--- config.mk ---
export PLATFORM = sky130hd
export DESIGN_NAME = buffer_write_block
export DESIGN_NICKNAME = d
export VERILOG_FILES = /design/src/rtl/gaus_mem_pkg.sv /design/src/rtl/buffer_write_block_word_fifo.sv /design/src/rtl/buffer_write_block.sv
export SDC_FILE = /design/constraint.sdc
export NUM_CORES = 1
export LEC_CHECK = 0
export CELL_PAD_IN_SITES_DETAIL_PLACEMENT = 1
export CELL_PAD_IN_SITES_GLOBAL_PLACEMENT = 1
export CORE_MARGIN = 2
export CORE_UTILIZATION = 45
export CTS_CLUSTER_SIZE = 40
export DETAILED_ROUTE_END_ITERATION = 12
export GPL_ROUTABILITY_DRIVEN = 0
export HOLD_SLACK_MARGIN = 0.08
export PLACE_DENSITY_LB_ADDON = 0.1
export RECOVER_POWER = 100
export SYNTH_ARGS = -nofsm -noshare
export SYNTH_HDL_FRONTEND = slang
export SYNTH_SLANG_ARGS = --single-unit
--- constraint.sdc ---
create_clock -name clk -period 7.6 [get_ports clk]
set_clock_uncertainty 0.05 [all_clocks]
set_input_delay 1.52 -clock clk [delete_from_list [all_inputs] [get_ports clk]]
set_output_delay 1.52 -clock clk [all_outputs]
set_load 0.02 [all_outputs]
--- src/rtl/gaus_mem_pkg.sv ---
// ---------------------------------------------------------------------------
// gaus_mem_pkg
// Shared definitions for the Gaussian stage memory-side blocks (read line
// buffer and write block): pixel/word geometry, the frame state encoding and
// a helper that drops a pixel into its byte lane of a packed word.
// ---------------------------------------------------------------------------
package gaus_mem_pkg;

    localparam int PIXEL_WIDTH  = 8;
    localparam int WORD_WIDTH   = 64;
    localparam int PIX_PER_WORD = 8;

    // Frame state encoding, kept as plain constants so older tools that
    // share this package can decode the state register directly.
    localparam logic [1:0] ST_IDLE  = 2'd0;
    localparam logic [1:0] ST_RUN   = 2'd1;
    localparam logic [1:0] ST_DRAIN = 2'd2;
    localparam logic [1:0] ST_DONE  = 2'd3;

    // Little-endian packing: slot 0 lands in bits [7:0], slot 7 in [63:56].
    function automatic logic [WORD_WIDTH-1:0] insert_pixel(
        input logic [WORD_WIDTH-1:0]  word,
        input logic [PIXEL_WIDTH-1:0] pixel,
        input logic [2:0]             slot
    );
        logic [WORD_WIDTH-1:0] result;
        result = word;
        result[{slot, 3'b000} +: PIXEL_WIDTH] = pixel;
        return result;
    endfunction

endpackage

--- src/rtl/buffer_write_block_word_fifo.sv ---
// ---------------------------------------------------------------------------
// word_fifo
// Synchronous DEPTH x WIDTH FIFO holding packed words between the pixel
// packer and the memory write handshake. Push and pop may occur on the same
// edge. The head entry is presented combinationally on head.
//   clk, reset       : clock and asynchronous active-high reset (empties FIFO)
//   push, push_data  : write one entry (caller guarantees !full)
//   pop              : discard the head entry (caller guarantees !empty)
//   head             : current head entry, valid while !empty
//   full, empty      : occupancy flags
// ---------------------------------------------------------------------------
module word_fifo #(
    parameter int DEPTH = 4,
    parameter int WIDTH = 64
) (
    input  logic             clk,
    input  logic             reset,
    input  logic             push,
    input  logic [WIDTH-1:0] push_data,
    input  logic             pop,
    output logic [WIDTH-1:0] head,
    output logic             full,
    output logic             empty
);

    localparam int AW = $clog2(DEPTH);
    localparam logic [AW:0] FULL_COUNT = (AW + 1)'(DEPTH);

    logic [WIDTH-1:0] mem [DEPTH];
    logic [AW-1:0]    wr_ptr;
    logic [AW-1:0]    rd_ptr;
    logic [AW:0]      count;

    assign head  = mem[rd_ptr];
    assign full  = (count == FULL_COUNT);
    assign empty = (count == '0);

    // Storage needs no reset: an entry is only read after it was written.
    always_ff @(posedge clk) begin
        if (push) begin
            mem[wr_ptr] <= push_data;
        end
    end

    // Pointers wrap naturally because DEPTH is a power of two.
    always_ff @(posedge clk or posedge reset) begin
        if (reset) begin
            wr_ptr <= '0;
            rd_ptr <= '0;
            count  <= '0;
        end else begin
            if (push) begin
                wr_ptr <= wr_ptr + 1'b1;
            end
            if (pop) begin
                rd_ptr <= rd_ptr + 1'b1;
            end
            case ({push, pop})
                2'b10:   count <= count + 1'b1;
                2'b01:   count <= count - 1'b1;
                default: count <= count;
            endcase
        end
    end

endmodule

--- src/rtl/buffer_write_block.sv ---
// ---------------------------------------------------------------------------
// buffer_write_block
// Packs a stream of 8-bit filtered pixels into 64-bit little-endian words,
// queues them in a BEATS-deep FIFO and writes them to memory over a req/ack
// handshake at word addresses STARTADDRESS..ENDADDRESS.
//   clk, reset            : clock, asynchronous active-high reset
//   start                 : pulse, arms a frame from IDLE or DONE
//   pixelIn/Valid/Ready   : pixel stream handshake
//   flush                 : level, ends the frame early (zero-pads partial word)
//   writeReq/Addr/Data    : memory write request, held until writeAck
//   writeAck              : memory accepted the presented word
//   done                  : high once the frame has fully drained
// ---------------------------------------------------------------------------
module buffer_write_block
    import gaus_mem_pkg::*;
#(
    parameter int unsigned STARTADDRESS = 0,
    parameter int unsigned ENDADDRESS   = 2097151,
    parameter int          BEATS        = 4,
    parameter int          PIXW         = 24
) (
    input  logic                   clk,
    input  logic                   reset,
    input  logic                   start,
    input  logic [PIXEL_WIDTH-1:0] pixelIn,
    input  logic                   pixelValid,
    output logic                   pixelReady,
    input  logic                   flush,
    output logic                   writeReq,
    output logic [PIXW-1:0]        writeAddr,
    output logic [WORD_WIDTH-1:0]  writeData,
    input  logic                   writeAck,
    output logic                   done
);

    localparam logic [PIXW-1:0] START_ADDR  = PIXW'(STARTADDRESS);
    localparam logic [PIXW-1:0] END_ADDR    = PIXW'(ENDADDRESS);
    localparam logic [PIXW:0]   TOTAL_WORDS = (PIXW + 1)'(ENDADDRESS - STARTADDRESS + 1);

    logic [1:0]            state;
    logic [2:0]            pack_count;
    logic [WORD_WIDTH-1:0] pack_data;
    logic [PIXW:0]         words_pushed;

    logic                  in_run;
    logic                  accept;
    logic                  start_frame;
    logic [WORD_WIDTH-1:0] merged_data;
    logic                  word_complete;
    logic                  flush_partial;
    logic                  flush_empty;
    logic                  budget_hit;

    logic                  fifo_push;
    logic                  fifo_pop;
    logic                  fifo_full;
    logic                  fifo_empty;
    logic [WORD_WIDTH-1:0] fifo_head;

    word_fifo #(
        .DEPTH (BEATS),
        .WIDTH (WORD_WIDTH)
    ) u_word_fifo (
        .clk       (clk),
        .reset     (reset),
        .push      (fifo_push),
        .push_data (merged_data),
        .pop       (fifo_pop),
        .head      (fifo_head),
        .full      (fifo_full),
        .empty     (fifo_empty)
    );

    // Pixel acceptance is conservative: a word-completing pixel needs FIFO
    // space now, ignoring any pop on the same edge. A flush blocked by a full
    // FIFO also stalls the stream so the partial word cannot change under it.
    always_comb begin
        in_run        = (state == ST_RUN);
        pixelReady    = in_run && !((pack_count == 3'd7) && fifo_full)
                               && !(flush && fifo_full);
        accept        = pixelValid && pixelReady;
        start_frame   = start && ((state == ST_IDLE) || (state == ST_DONE));
        merged_data   = accept ? insert_pixel(pack_data, pixelIn, pack_count) : pack_data;
        word_complete = accept && (pack_count == 3'd7);
        // A pixel arriving together with flush is folded in before flushing.
        flush_partial = in_run && flush && !word_complete
                        && ((pack_count != 3'd0) || accept) && !fifo_full;
        flush_empty   = in_run && flush && !word_complete
                        && (pack_count == 3'd0) && !accept;
        fifo_push     = word_complete || flush_partial;
        budget_hit    = fifo_push && ((words_pushed + 1'b1) == TOTAL_WORDS);
        fifo_pop      = !fifo_empty && (!writeReq || writeAck);
        done          = (state == ST_DONE);
    end

    // Frame control and pixel packing. The pack register is cleared whenever
    // a word is pushed so a later partial word is zero-padded for free.
    always_ff @(posedge clk or posedge reset) begin
        if (reset) begin
            state        <= ST_IDLE;
            pack_count   <= '0;
            pack_data    <= '0;
            words_pushed <= '0;
        end else begin
            case (state)
                ST_IDLE, ST_DONE: begin
                    if (start_frame) begin
                        state        <= ST_RUN;
                        pack_count   <= '0;
                        pack_data    <= '0;
                        words_pushed <= '0;
                    end
                end
                ST_RUN: begin
                    if (fifo_push) begin
                        pack_count   <= '0;
                        pack_data    <= '0;
                        words_pushed <= words_pushed + 1'b1;
                        if (budget_hit || flush) begin
                            state <= ST_DRAIN;
                        end
                    end else if (flush_empty) begin
                        state <= ST_DRAIN;
                    end else if (accept) begin
                        pack_count <= pack_count + 3'd1;
                        pack_data  <= merged_data;
                    end
                end
                ST_DRAIN: begin
                    if (fifo_empty && !writeReq) begin
                        state <= ST_DONE;
                    end
                end
                default: state <= ST_IDLE;
            endcase
        end
    end

    // Write handshake. The FIFO head is loaded whenever the output register
    // is free or being acked, so queued words go out back-to-back. The
    // address saturates at ENDADDRESS; the word budget prevents any write
    // beyond it.
    always_ff @(posedge clk or posedge reset) begin
        if (reset) begin
            writeReq  <= 1'b0;
            writeAddr <= START_ADDR;
            writeData <= '0;
        end else begin
            if (start_frame) begin
                writeAddr <= START_ADDR;
            end else if (writeReq && writeAck && (writeAddr != END_ADDR)) begin
                writeAddr <= writeAddr + 1'b1;
            end

            if (fifo_pop) begin
                writeReq  <= 1'b1;
                writeData <= fifo_head;
            end else if (writeAck) begin
                writeReq <= 1'b0;
            end
        end
    end

endmodule
# Yosys cells after proc, flatten, opt, wreduce, memory -nomap -nowiden
# Memories as Yosys holds them, arrays and structs flattened. A register that Yosys moved wholly into a read port is not among the register bits.
# Index checks and enable logic that the tools add are counted.
# totals
ff_bits	126
wordCells	106
n_memories	1
ramBits	256
output_inout_bits	91
# memory_table
memory	depth	width	read_ports	rd_clocked_by_memory_dff	wr	line_no	source
u_word_fifo.mem	4	64	1	1	1	buffer_write_block_word_fifo.sv:29	logic [WIDTH-1:0] mem [DEPTH];
# op_classes
muxes	28
n_reduce_logical	42
addsub	8
n_eq_ne	16
shift	2
# ops
cell	count
two-way mux 64 bit	5
case mux 64 bit (2 select lines)	1
bitwise mux 64 bit	1
variable shift 8 x 8 -> 64 bit (first input constant)	1
indexed part select 8 x 8 -> 64 bit	1
two-way mux 25 bit	2
case mux 25 bit (2 select lines)	1
two-way mux 24 bit	2
adder 25 x 1 -> 25 bit (second input constant)	1
== test 25 x 22 -> 1 bit (second input constant)	1
adder 24 x 1 -> 24 bit (second input constant)	1
!= test 24 x 21 -> 1 bit (second input constant)	1
logical AND 1 bit	18
two-way mux 3 bit	4
case mux 3 bit (2 select lines)	2
two-way mux 2 bit	5
negator 6 -> 8 bit	1
AND reduction 4 bit	2
nonzero test 2 bit	4
logical NOT 1 bit	7
adder 3 x 1 -> 3 bit (second input constant)	2
== test 2 bit (second input constant)	3
== test 3 bit (second input constant)	2
logical NOT 3 bit	2
15 further kinds	26

# Depth between registers and ports, before layout
# Gate-level depths: netlist of the first run.
# logic_depth
word_depth	17
depth_mapped	15
depth_no_buf	13

# By module
# Synthesis of the first run repeated with hierarchy kept, for this count alone.
# hier_totals
hier_cells	1255
hier_area_um2	18790.5
# modules_own_cells
module	seq_area_each_um2	cells_per_inst	area_per_inst_um2	instances
word_fifo	7862.5	371	9633.0	1
buffer_write_block	4579.4	884	9157.5	1

# Worst setup path before layout of the first run
# No wires, ideal clock.
# synth_path
path_kind	in2reg
start	in pixelValid
end	mem u_word_fifo.mem[0][0], enable pin
arrival_ns	3.512
setup_ns	0.429
cell_stages	5
setup_slack_ns	3.610
n_path_buf	1
cell_sequence	nand2b_1 a22o_1 and3_4 buf_6 and2_1
# synth_via
elab_chain_len	9
# synth_lines
item	line_no	source
from (decl)	buffer_write_block.sv:26	input logic pixelValid,
logical AND 1 bit (*)	buffer_write_block.sv:81	accept = pixelValid && pixelReady;
logical AND 1 bit	buffer_write_block.sv:84	word_complete = accept && (pack_count == 3'd7);
logical NOT 1 bit	buffer_write_block.sv:86	flush_partial = in_run && flush && !word_complete
logical AND 1 bit	buffer_write_block.sv:86	
logical AND 1 bit (2 in a row)	buffer_write_block.sv:87	&& ((pack_count != 3'd0) || accept) && !fifo_full;
logical OR 1 bit (*)	buffer_write_block.sv:90	fifo_push = word_complete || flush_partial;
two-way mux 1 bit (*)	buffer_write_block_word_fifo.sv:40	if (push) begin
two-way mux 1 bit (implied by the code) (*)	buffer_write_block_word_fifo.sv:41	mem[wr_ptr] <= push_data;
to (decl)	buffer_write_block_word_fifo.sv:29	
# Every way passes the cells marked *; elsewhere a longest branch is shown, timed or not.

# Worst setup path in the final report of the first run
# layout_path
start	in writeAck
end	reg writeData[14] (read register of u_word_fifo.mem)
# layout_via
elab_chain_len	2
# layout_lines
item	line_no	source
from (decl)	buffer_write_block.sv:32	input logic writeAck,
logical OR 1 bit	buffer_write_block.sv:92	fifo_pop = !fifo_empty && (!writeReq || writeAck);
logical AND 1 bit	buffer_write_block.sv:92	
to (decl)	buffer_write_block.sv:31	output logic [WORD_WIDTH-1:0] writeData,
# Every way passes these cells.
# A chain may end at the register's enable or synchronous reset.

==> results of run 1 <==
## sequential cells by signal, indices dropped and copies added, names as in the netlist, 3 cells and up
name,count
pack_count,3
pack_data,64
u_word_fifo.count,3
u_word_fifo.mem,256
words_pushed,25
writeAddr,24
writeData,64
## layout make-up
type	count	area, um^2
sequential	446	12400
fill	3981	19100
inverter	28	109
tap	532	666
clock buffer	66	1290
timing repair buffer	124	1170
clock inverter	22	307
multi-input combinational	724	5830
## cell families (layout without fill, tap and decap cells)
| family | Yosys count | after routing | share of synthesized area [%] |
|---|---|---|---|
| muxes | 142 | 142 | 12.4 |
| DFF | 446 | 446 | 66.5 |
| adders and majority gates | 18 | 18 | 1.24 |
| and+or+nand+nor | 313 | 313 | 8.01 |
| AOI/OAI and AO/OA | 218 | 218 | 8.12 |
| xor gates and xnor gates | 33 | 33 | 1.54 |
| buffers and inverters | 98 | 240 | 2.27 |
## cell usage in the layout (no fill, tap or decap), types with 13 or more instances in the layout
| master | instances |
|---|---|
| edfxtp_1 | 256 |
| dfrtp_1 | 188 |
| nand2_1 | 149 |
| o21ai_0 | 104 |
| dlygate4sd3_1 | 96 |
| mux2_2 | 65 |
| mux4_2 | 64 |
| clkbuf_16 | 49 |
| nor2_1 | 48 |
| a32o_1 | 32 |
| nand3_1 | 27 |
| inv_1 | 26 |
| clkbuf_1 | 22 |
| a22o_1 | 21 |
| xnor2_1 | 20 |
| nand4_1 | 18 |
| ha_1 | 17 |
| buf_4 | 14 |
| nor3_1 | 13 |
| a21oi_1 | 13 |
| xor2_1 | 13 |
## routing by layer
layer	routed length, um	global-route usage (%)	up-vias
li1	-	-	5014
met1	20500	29.2	5827
met2	20800	32.9	181
met3	1500	2.82	53
met4	775	5.45	0
met5	0	0	-
## power breakdown
group | total, mW | internal (mW) | leakage [nW] | switching (mW)
Sequential | 3.11 | 2.88 | 4.96 | 0.225
Clock | 2.39 | 1.46 | 0.778 | 0.933
Combinational | 2.26 | 0.987 | 2.44 | 1.28
Total | 7.76 | 5.33 | 8.17 | 2.44
## worst reg2reg max path, cell delays in order (launching register included)
cell and delay [ns]:
dfrtp_1 0.46, inv_1 0.17, ha_1 0.24, ha_1 0.34
nand2b_1 0.14, a22o_1 0.12, and3_1 0.35, and2_0 1.68
buf_4 0.75
## final timing paths
check / startpoint / end / cells after the start
worst max-delay path: writeAck / writeData[14] / 6
worst min-delay path: pack_data[45] / pack_data[45] / 2
worst max register to register: pack_count[0] / u_word_fifo.mem[3][21] / 8
worst min register to register: pack_data[45] / pack_data[45] / 2
max in group asynchronous: reset / u_word_fifo.rd_ptr[1] / 3
min in group asynchronous: reset / writeAddr[20] / 2
## per-stage QoR
step                power [mW]  cells
detailed placement        5.57   1854
global placement          5.52   1854
global route              8.15   1942
finish                    7.76   1942
CTS                       7.99   1942
floorplan                 4.66   1268
==> flow_summary.yaml, run 1 <==
setup_path:
  worstPathRequired_ns: 7.99
  crit_fanout: 42
  start_kind: "input port"
  cp.arrival_ns: 6.03
  crit_path_frequent_cell: "clkbuf_1"
  worstPathCellList: "dlygate4sd3_1 > inv_1 > a21oi_4 > clkbuf_1 > clkbuf_1 > mux2_2"
  cp_num_buf_inv: 4
  critPathCaptureType: "flop"
  crit_path_max_incr_delay_ns: 1.88
  critPathSlowestCell: "clkbuf_1"
  cp_top_family: "buffers and inverters"
  crit_type: "input port to flop"
  rrSetupSlack_ns: 2.87
yosys:
  ys_seq_area_share_pct: 66.5
  synth_edf_count: 256
  syn_inst: 1268
  ys_warn_count: 0
  syn_area_per_cell_um2: 14.8
  ys_types: 66
  synth_largest_area_cell: "edfxtp_1"
  ys_ff_latch: 446
  synth.most_common_cell: "edfxtp_1"
  synth_common_cells: "edfxtp_1, dfrtp_1, nand2_1, o21ai_0, mux2_2"
  ys_top_cells_by_area: "edfxtp_1, dfrtp_1, mux4_2"
  synth_ff_type: "edfxtp_1"
  synth-async-reset-ratio_pct: 42.6
  syn_area_mm2: 0.0187
  syn-num-nets: 1300
  yosysTopAreaCellShare_pct: 41.1
sta:
  fin_tns_setup_ns: 0
  worst_pin_slew_ns: 3.19
  finalSetupViolCount: 0
  fin_crit_sh_pct: 74.2
  final-hold-violation-count: 0
  rsz0062_at_grt: "no"
  fin_ws_ns: 1.96
  hold_ws_ns: 0.432
  slew_viol_final: 328
  fin_crit_ns: 5.64
  slew_headroom_pct: -113
  max_freq_ghz: 0.177
global_routing:
  grt.overflow.total: 0
  grt_antenna_before_repair: 0
  grt_first_pass_wirelength_mm: 68.7
  grtUsageTotal_pct: 20.4
  grt_pass1_vias: 11700
  grt_max_degree: 141
cells_and_area:
  antenna_cells: 0
  syn_to_final_growth_pct: 16.5
  drive_above_1_share_pct: 16.4
  post-route-util_pct: 53.3
  final_cell_area_mm2: 0.0218
  nNetsFinal: 1404
clock_network:
  cts-root-buf: "clkbuf_16"
  htreeDepth: 2
  path_clk_slew_ns: 0.06
  cts_tree: "built"
  cts_hold_buf: 0
  numCtsBuffers: 48
  clk_path_buf_depth: 3
  clkSinkCount: 446
  cts_setup_buffers: 0
  clk_latency_ns: 0.58
  ctsResizeCount: 0
outcome:
  violations: "capacitance limit, slew limit"
  outcome: "finished, violations left"
routing:
  vias: 11100
  first_pass_iters: 5
  drt_iter0_drc: 663
  viasPerCell: 5.70
  drc: 0
  drtAntennaViolNets: 0
  routed_wl_mm: 43.6
  wl_per_cell_um: 22.4
floorplanning:
  die_area_mm2: 0.0433
  core_mm2: 0.0409
  die_h_um: 208
  rows: 74
  io_pins: 105
  fp.dieW_um: 208
  start_util_pct: 45.7
placed_design:
  port_buffers: 104
  dp_hpwl_mm: 26.7
  dp_slack_ns: 3.11
  place_area_mm2: 0.0203
run:
  drv_cap: 8
worst_hold_path:
  hold_class: "flop to flop"
pwr:
  powerDensity_mw_per_mm2: 356
  peakVddDrop_mv: 0.197
  leakagePower_nw: 8.17
Note: power is estimated with default switching activity, not from simulation.
==> run 2: changes to the inputs <==
clock period = 5.7 ns   (was 7.6 ns; I/O delays follow)
==> run 2 against run 1 <==
  * Cell area shrank 0.30%
  * The flow still finishes with violations (capacitance limit, slew limit)
  * First-iteration DRC count grew 4.5%
  * Clock-buffer cell count shrank 3
  * Register-to-register slack lost 1.7 ns
  * Final cell count grew 0.15%
  * Sequential power grew 35%
  * Via count grew 0.36%
  * Utilization shrank 0.16 points
  * Largest power group unchanged
  * Highest routed layer unchanged
==> flow_summary.yaml, run 2 (synthesis gave the netlist of run 1 again) <==
cells_and_area:
  post-route-util_pct: 53.1
  largest_register_ff_count: 256
  final_cell_mix: "edfxtp_1, dfrtp_1, nand2_1, o21ai_0, dlygate4sd3_1"
  nNetsFinal: 1409
  layout_commonest_cell: "edfxtp_1"
  final_cell_area_mm2: 0.0217
  antenna_cells: 0
  drive_above_1_share_pct: 16.7
  regMostFlops: "u_word_fifo.mem"
  syn_to_final_growth_pct: 16.2
  top_regs: "u_word_fifo.mem (256), pack_data (64), writeData (64)"
global_routing:
  grtUsageTotal_pct: 20.8
  grt_antenna_before_repair: 0
  grt_first_pass_wirelength_mm: 70.1
  grt.overflow.total: 0
  grt_max_degree: 121
  grt_pass1_vias: 11800
clock_network:
  clk_path_buf_depth: 3
  ctsResizeCount: 0
  cts_tree: "built"
  clkSinkCount: 446
  cts-root-buf: "clkbuf_16"
  path_clk_slew_ns: 0.06
  cts_setup_buffers: 0
  cts_hold_buf: 0
  clk_latency_ns: 0.57
  htreeDepth: 2
  numCtsBuffers: 47
setup_path:
  crit_type: "flop to flop"
  critPathSlowestCell: "and2_0"
  worstPathCellList: "inv_1 > ha_1 > ha_1 > nand2b_1 > a22o_1 > and3_1 > and2_0 > clkbuf_2"
  start_kind: "flop"
  worstPathRequired_ns: 5.83
  crit_path_max_incr_delay_ns: 1.45
  crit_path_frequent_cell: "ha_1"
  crit_fanout: 26
  cp.arrival_ns: 4.66
  critPathCaptureType: "flop"
  rrSetupSlack_ns: 1.18
sta:
  slew_headroom_pct: -28.1
  worst_pin_slew_ns: 1.92
  rsz0062_at_grt: "no"
  fin_tns_setup_ns: 0
  final-hold-violation-count: 0
  finalSetupViolCount: 0
  fin_crit_ns: 4.52
  slew_viol_final: 148
  max_freq_ghz: 0.221
  fin_crit_sh_pct: 79.3
floorplanning:
  core_mm2: 0.0409
  die_area_mm2: 0.0433
  io_pins: 105
  start_util_pct: 45.7
  die_h_um: 208
  fp.dieW_um: 208
  rows: 74
routing:
  drc: 0
  top_layer_used: "met4"
  met1_length_mm: 20.8
  wl_met2_mm: 20.8
  vias: 11100
  routed_wl_mm: 44.0
  first_pass_iters: 4
  viasPerCell: 5.71
  drt_iter0_drc: 693
  drtAntennaViolNets: 0
  wl_met3_mm: 1.49
  wl_per_cell_um: 22.6
outcome:
  outcome: "finished, violations left"
  violations: "capacitance limit, slew limit"
pwr:
  powerDensity_mw_per_mm2: 466
  peakVddDrop_mv: 0.310
  total_power_mw: 10.1
  leakagePower_nw: 8.15
worst_hold_path:
  hold_class: "flop to flop"
run:
  drv_cap: 6
placed_design:
  port_buffers: 104
  dp_hpwl_mm: 27.7
  place_area_mm2: 0.0204
[run 2: final timing paths]
kind                                          end                  from  depth (start not counted)
setup reg to reg           u_word_fifo.mem[1][36]         pack_count[0]                          8
hold reg to reg              u_word_fifo.count[2]  u_word_fifo.count[2]                          1
hold / removal               u_word_fifo.count[2]  u_word_fifo.count[2]                          1
min in group asynchronous           writeAddr[10]                 reset                          3
setup / recovery           u_word_fifo.mem[1][36]         pack_count[0]                          8
max in group asynchronous            writeData[9]                 reset                          3
[run 2: power by group]
group | switching [mW] | internal, mW
clock | 1.23 | 1.74
sequential | 0.358 | 3.84
combinational | 1.66 | 1.32
[run 2: final cells by class]
type                       instances  area [um^2]
multi-input combinational        724         5830
inverter                          28          106
sequential                       446        12400
clock inverter                    22          209
timing repair buffer             130         1230
fill                            3941        19200
tap                              532          666
clock buffer                      63         1270
[run 2: per-stage QoR]
step / hold slack [ns] / instances / setup WS [ns]
final: 0.435 / 1945 / 1.18
after global routing: 0.448 / 1945 / 0.908
after CTS: 0.437 / 1945 / 1.91
after detailed placement: 0.425 / 1860 / 1.71
after global placement: 0.416 / 1860 / 1.78
after floorplan: 0.405 / 1268 / 2.06
[run 2: metal layers]
layer	track usage, %	up-vias
li1	-	5013
met1	30.5	5842
met2	32.8	191
met3	2.79	69
met4	5.89	0
met5	0	-
[run 2: critical path: cells and delay by family (launching register included)]
kind	cells	cell delay [ns]
flops	1	0.48
buf+inv	2	1.00
fa+ha+maj	2	0.56
compound gates	1	0.13
simple gates	3	1.88
==> run 3: changes to the inputs <==
clock period = 4.6 ns   (was 5.7 ns; I/O delays follow)
==> run 3 against run 2 <==
  * The run still ends with capacitance limit, slew limit left
  * Cell area grew 0.78%
  * Clock-buffer cell count grew 5
  * Combinational power grew 26%
  * Utilization grew 0.41 points
  * Global-route usage grew 0.42 points
  * Register-to-register slack lost 0.51 ns
  * Critical path depth grew 1
  * Sequential cell count is the same
  * Die area is the same
  * Clock power grew 29%
  * Sequential share of layout area shrank 0.44 points
  * Critical endpoint is now pack_data[1]
  * Highest routed layer is now met5
==> flow_summary.yaml, run 3 (synthesis gave the netlist of run 1 again) <==
sta:
  rsz0062_at_grt: "no"
  fin_crit_sh_pct: 85.6
  max_freq_ghz: 0.254
  finalSetupViolCount: 0
  fin_crit_ns: 3.94
  worst_pin_slew_ns: 2.35
  final-hold-violation-count: 0
  fin_tns_setup_ns: 0
  slew_headroom_pct: -56.5
  slew_viol_final: 145
routing:
  drt_iter0_drc: 697
  viasPerCell: 5.72
  first_pass_iters: 5
  drtAntennaViolNets: 0
  wl_per_cell_um: 22.9
  drc: 0
  routed_wl_mm: 44.8
  vias: 11200
setup_path:
  worstRegToRegCells: 9
  rr_endpoint: "pack_data[1]"
  critPathCaptureType: "flop"
  cp_top_family: "simple AND/OR/NAND/NOR gates"
  critPathSlowestCell: "or4_1"
  crit_start: "pack_count[0]"
  crit_type: "flop to flop"
  cp.arrival_ns: 4.40
  rrSetupSlack_ns: 0.66
  start_kind: "flop"
  critical_path_depth: 9
  cp_num_buf_inv: 1
  r2r_start: "pack_count[0]"
  worstPathRequired_ns: 5.07
  worstPathCellList: "inv_1 > ha_1 > ha_1 > nand2b_1 > a22o_1 > and3_1 > or4_1 > o21ai_2 > a22o_1"
  crit_path_max_incr_delay_ns: 1.13
  crit_fanout: 19
cells_and_area:
  regMostFlops: "u_word_fifo.mem"
  antenna_cells: 0
  nNetsFinal: 1415
  final_cell_mix: "edfxtp_1, dfrtp_1, nand2_1, o21ai_0, dlygate4sd3_1"
  largest_register_ff_count: 256
  syn_to_final_growth_pct: 17.1
  layout_commonest_cell: "edfxtp_1"
  top_regs: "u_word_fifo.mem (256), pack_data (64), writeData (64)"
  drive_above_1_share_pct: 17.7
worst_hold_path:
  hp-start: "pack_data[41]"
  holdPathEnd: "pack_data[41]"
  hold_depth: 2
  hold_class: "flop to flop"
floorplanning:
  die_h_um: 208
  die_area_mm2: 0.0433
  start_util_pct: 45.7
  core_mm2: 0.0409
  io_pins: 105
  fp.dieW_um: 208
  rows: 74
placed_design:
  port_buffers: 104
  dp_hpwl_mm: 28.1
clock_network:
  cts_setup_buffers: 0
  clkSinkCount: 446
  path_clk_slew_ns: 0.06
  cts_hold_buf: 0
  clk_latency_ns: 0.58
  cts-root-buf: "clkbuf_16"
  cts_tree: "built"
  clk_path_buf_depth: 3
  htreeDepth: 2
  numCtsBuffers: 49
  ctsResizeCount: 0
global_routing:
  grtUsageTotal_pct: 21.2
  top_usage_layer: "met2"
  grt.overflow.total: 0
  grt_first_pass_wirelength_mm: 71.2
  grt_pass1_vias: 11900
  grt_use_met1_pct: 30.0
  grt_max_degree: 93
  grt_antenna_before_repair: 1
  grt_use_met2_pct: 34.4
  use_met3_pct: 3.34
outcome:
  outcome: "finished, violations left"
  violations: "capacitance limit, slew limit"
run:
  drv_cap: 4
pwr:
  peakVddDrop_mv: 0.367
  total_power_mw: 12.8
  powerDensity_mw_per_mm2: 583
  leakagePower_nw: 8.23
## run 3: changes by cell type in the layout (fill, tap and decap cells not counted), moves of 3 or more
cell	delta
clkbuf_16	+4
and2_0	-3
nor2_1	-4
buf_12	+3
o21ai_0	-3
nor2_2	+4
clkbuf_2	-3
clkinv_2	+4
## run 3: worst max-delay path by stage
stage                     slack (ns)                endpoint
after floorplan                 1.10   u_word_fifo.mem[0][0]
after global placement          1.02   u_word_fifo.mem[1][8]
after detailed placement        0.93  u_word_fifo.mem[3][61]
after CTS                        1.0              pixelReady
after global routing            0.47            pack_data[1]
final                           0.66            pack_data[1]
## run 3: stage by stage
stage          worst slack, ns  instance area, um^2  hold slack [ns]  cells  utilization, %
2_1_floorplan             1.10                18700            0.405   1268               -
3_3_place_gp              1.02                20500            0.418   1864            50.0
3_5_place_dp             0.927                20500            0.428   1864            50.0
4_1_cts                  0.996                22000            0.444   1956            53.8
5_1_grt                  0.474                21900            0.460   1956            53.6
6_report                 0.663                21900            0.434   1956            53.6
## run 3: cell type report
class	count	area (um^2)
Tap cell	532	666
Sequential cell	446	12400
Timing Repair Buffer	134	1300
Clock inverter	24	175
Fill cell	3941	19000
Multi-Input combinational cell	724	5840
Inverter	28	106
Clock buffer	68	1390
## run 3: layer usage
metal / wire length, um / vias to the layer above
met2: 21400 / 205
met1: 20600 / 5866
met5: 13 / -
met4: 933 / 2
li1: - / 5045
met3: 1840 / 66
## run 3: worst register-to-register path, cell delays in order, from the launching register on
cell,delay [ns]
dfrtp_1,0.46
inv_1,0.22
ha_1,0.19
ha_1,0.40
nand2b_1,0.11
a22o_1,0.19
and3_1,0.28
or4_1,1.13
o21ai_2,0.66
a22o_1,0.20
## run 3: power by group
group	internal [mW]	switching (mW)	leakage, nW
Sequential	4.76	0.445	4.96
Clock	2.22	1.59	0.774
Combinational	1.67	2.09	2.50
Total	8.65	4.12	8.23
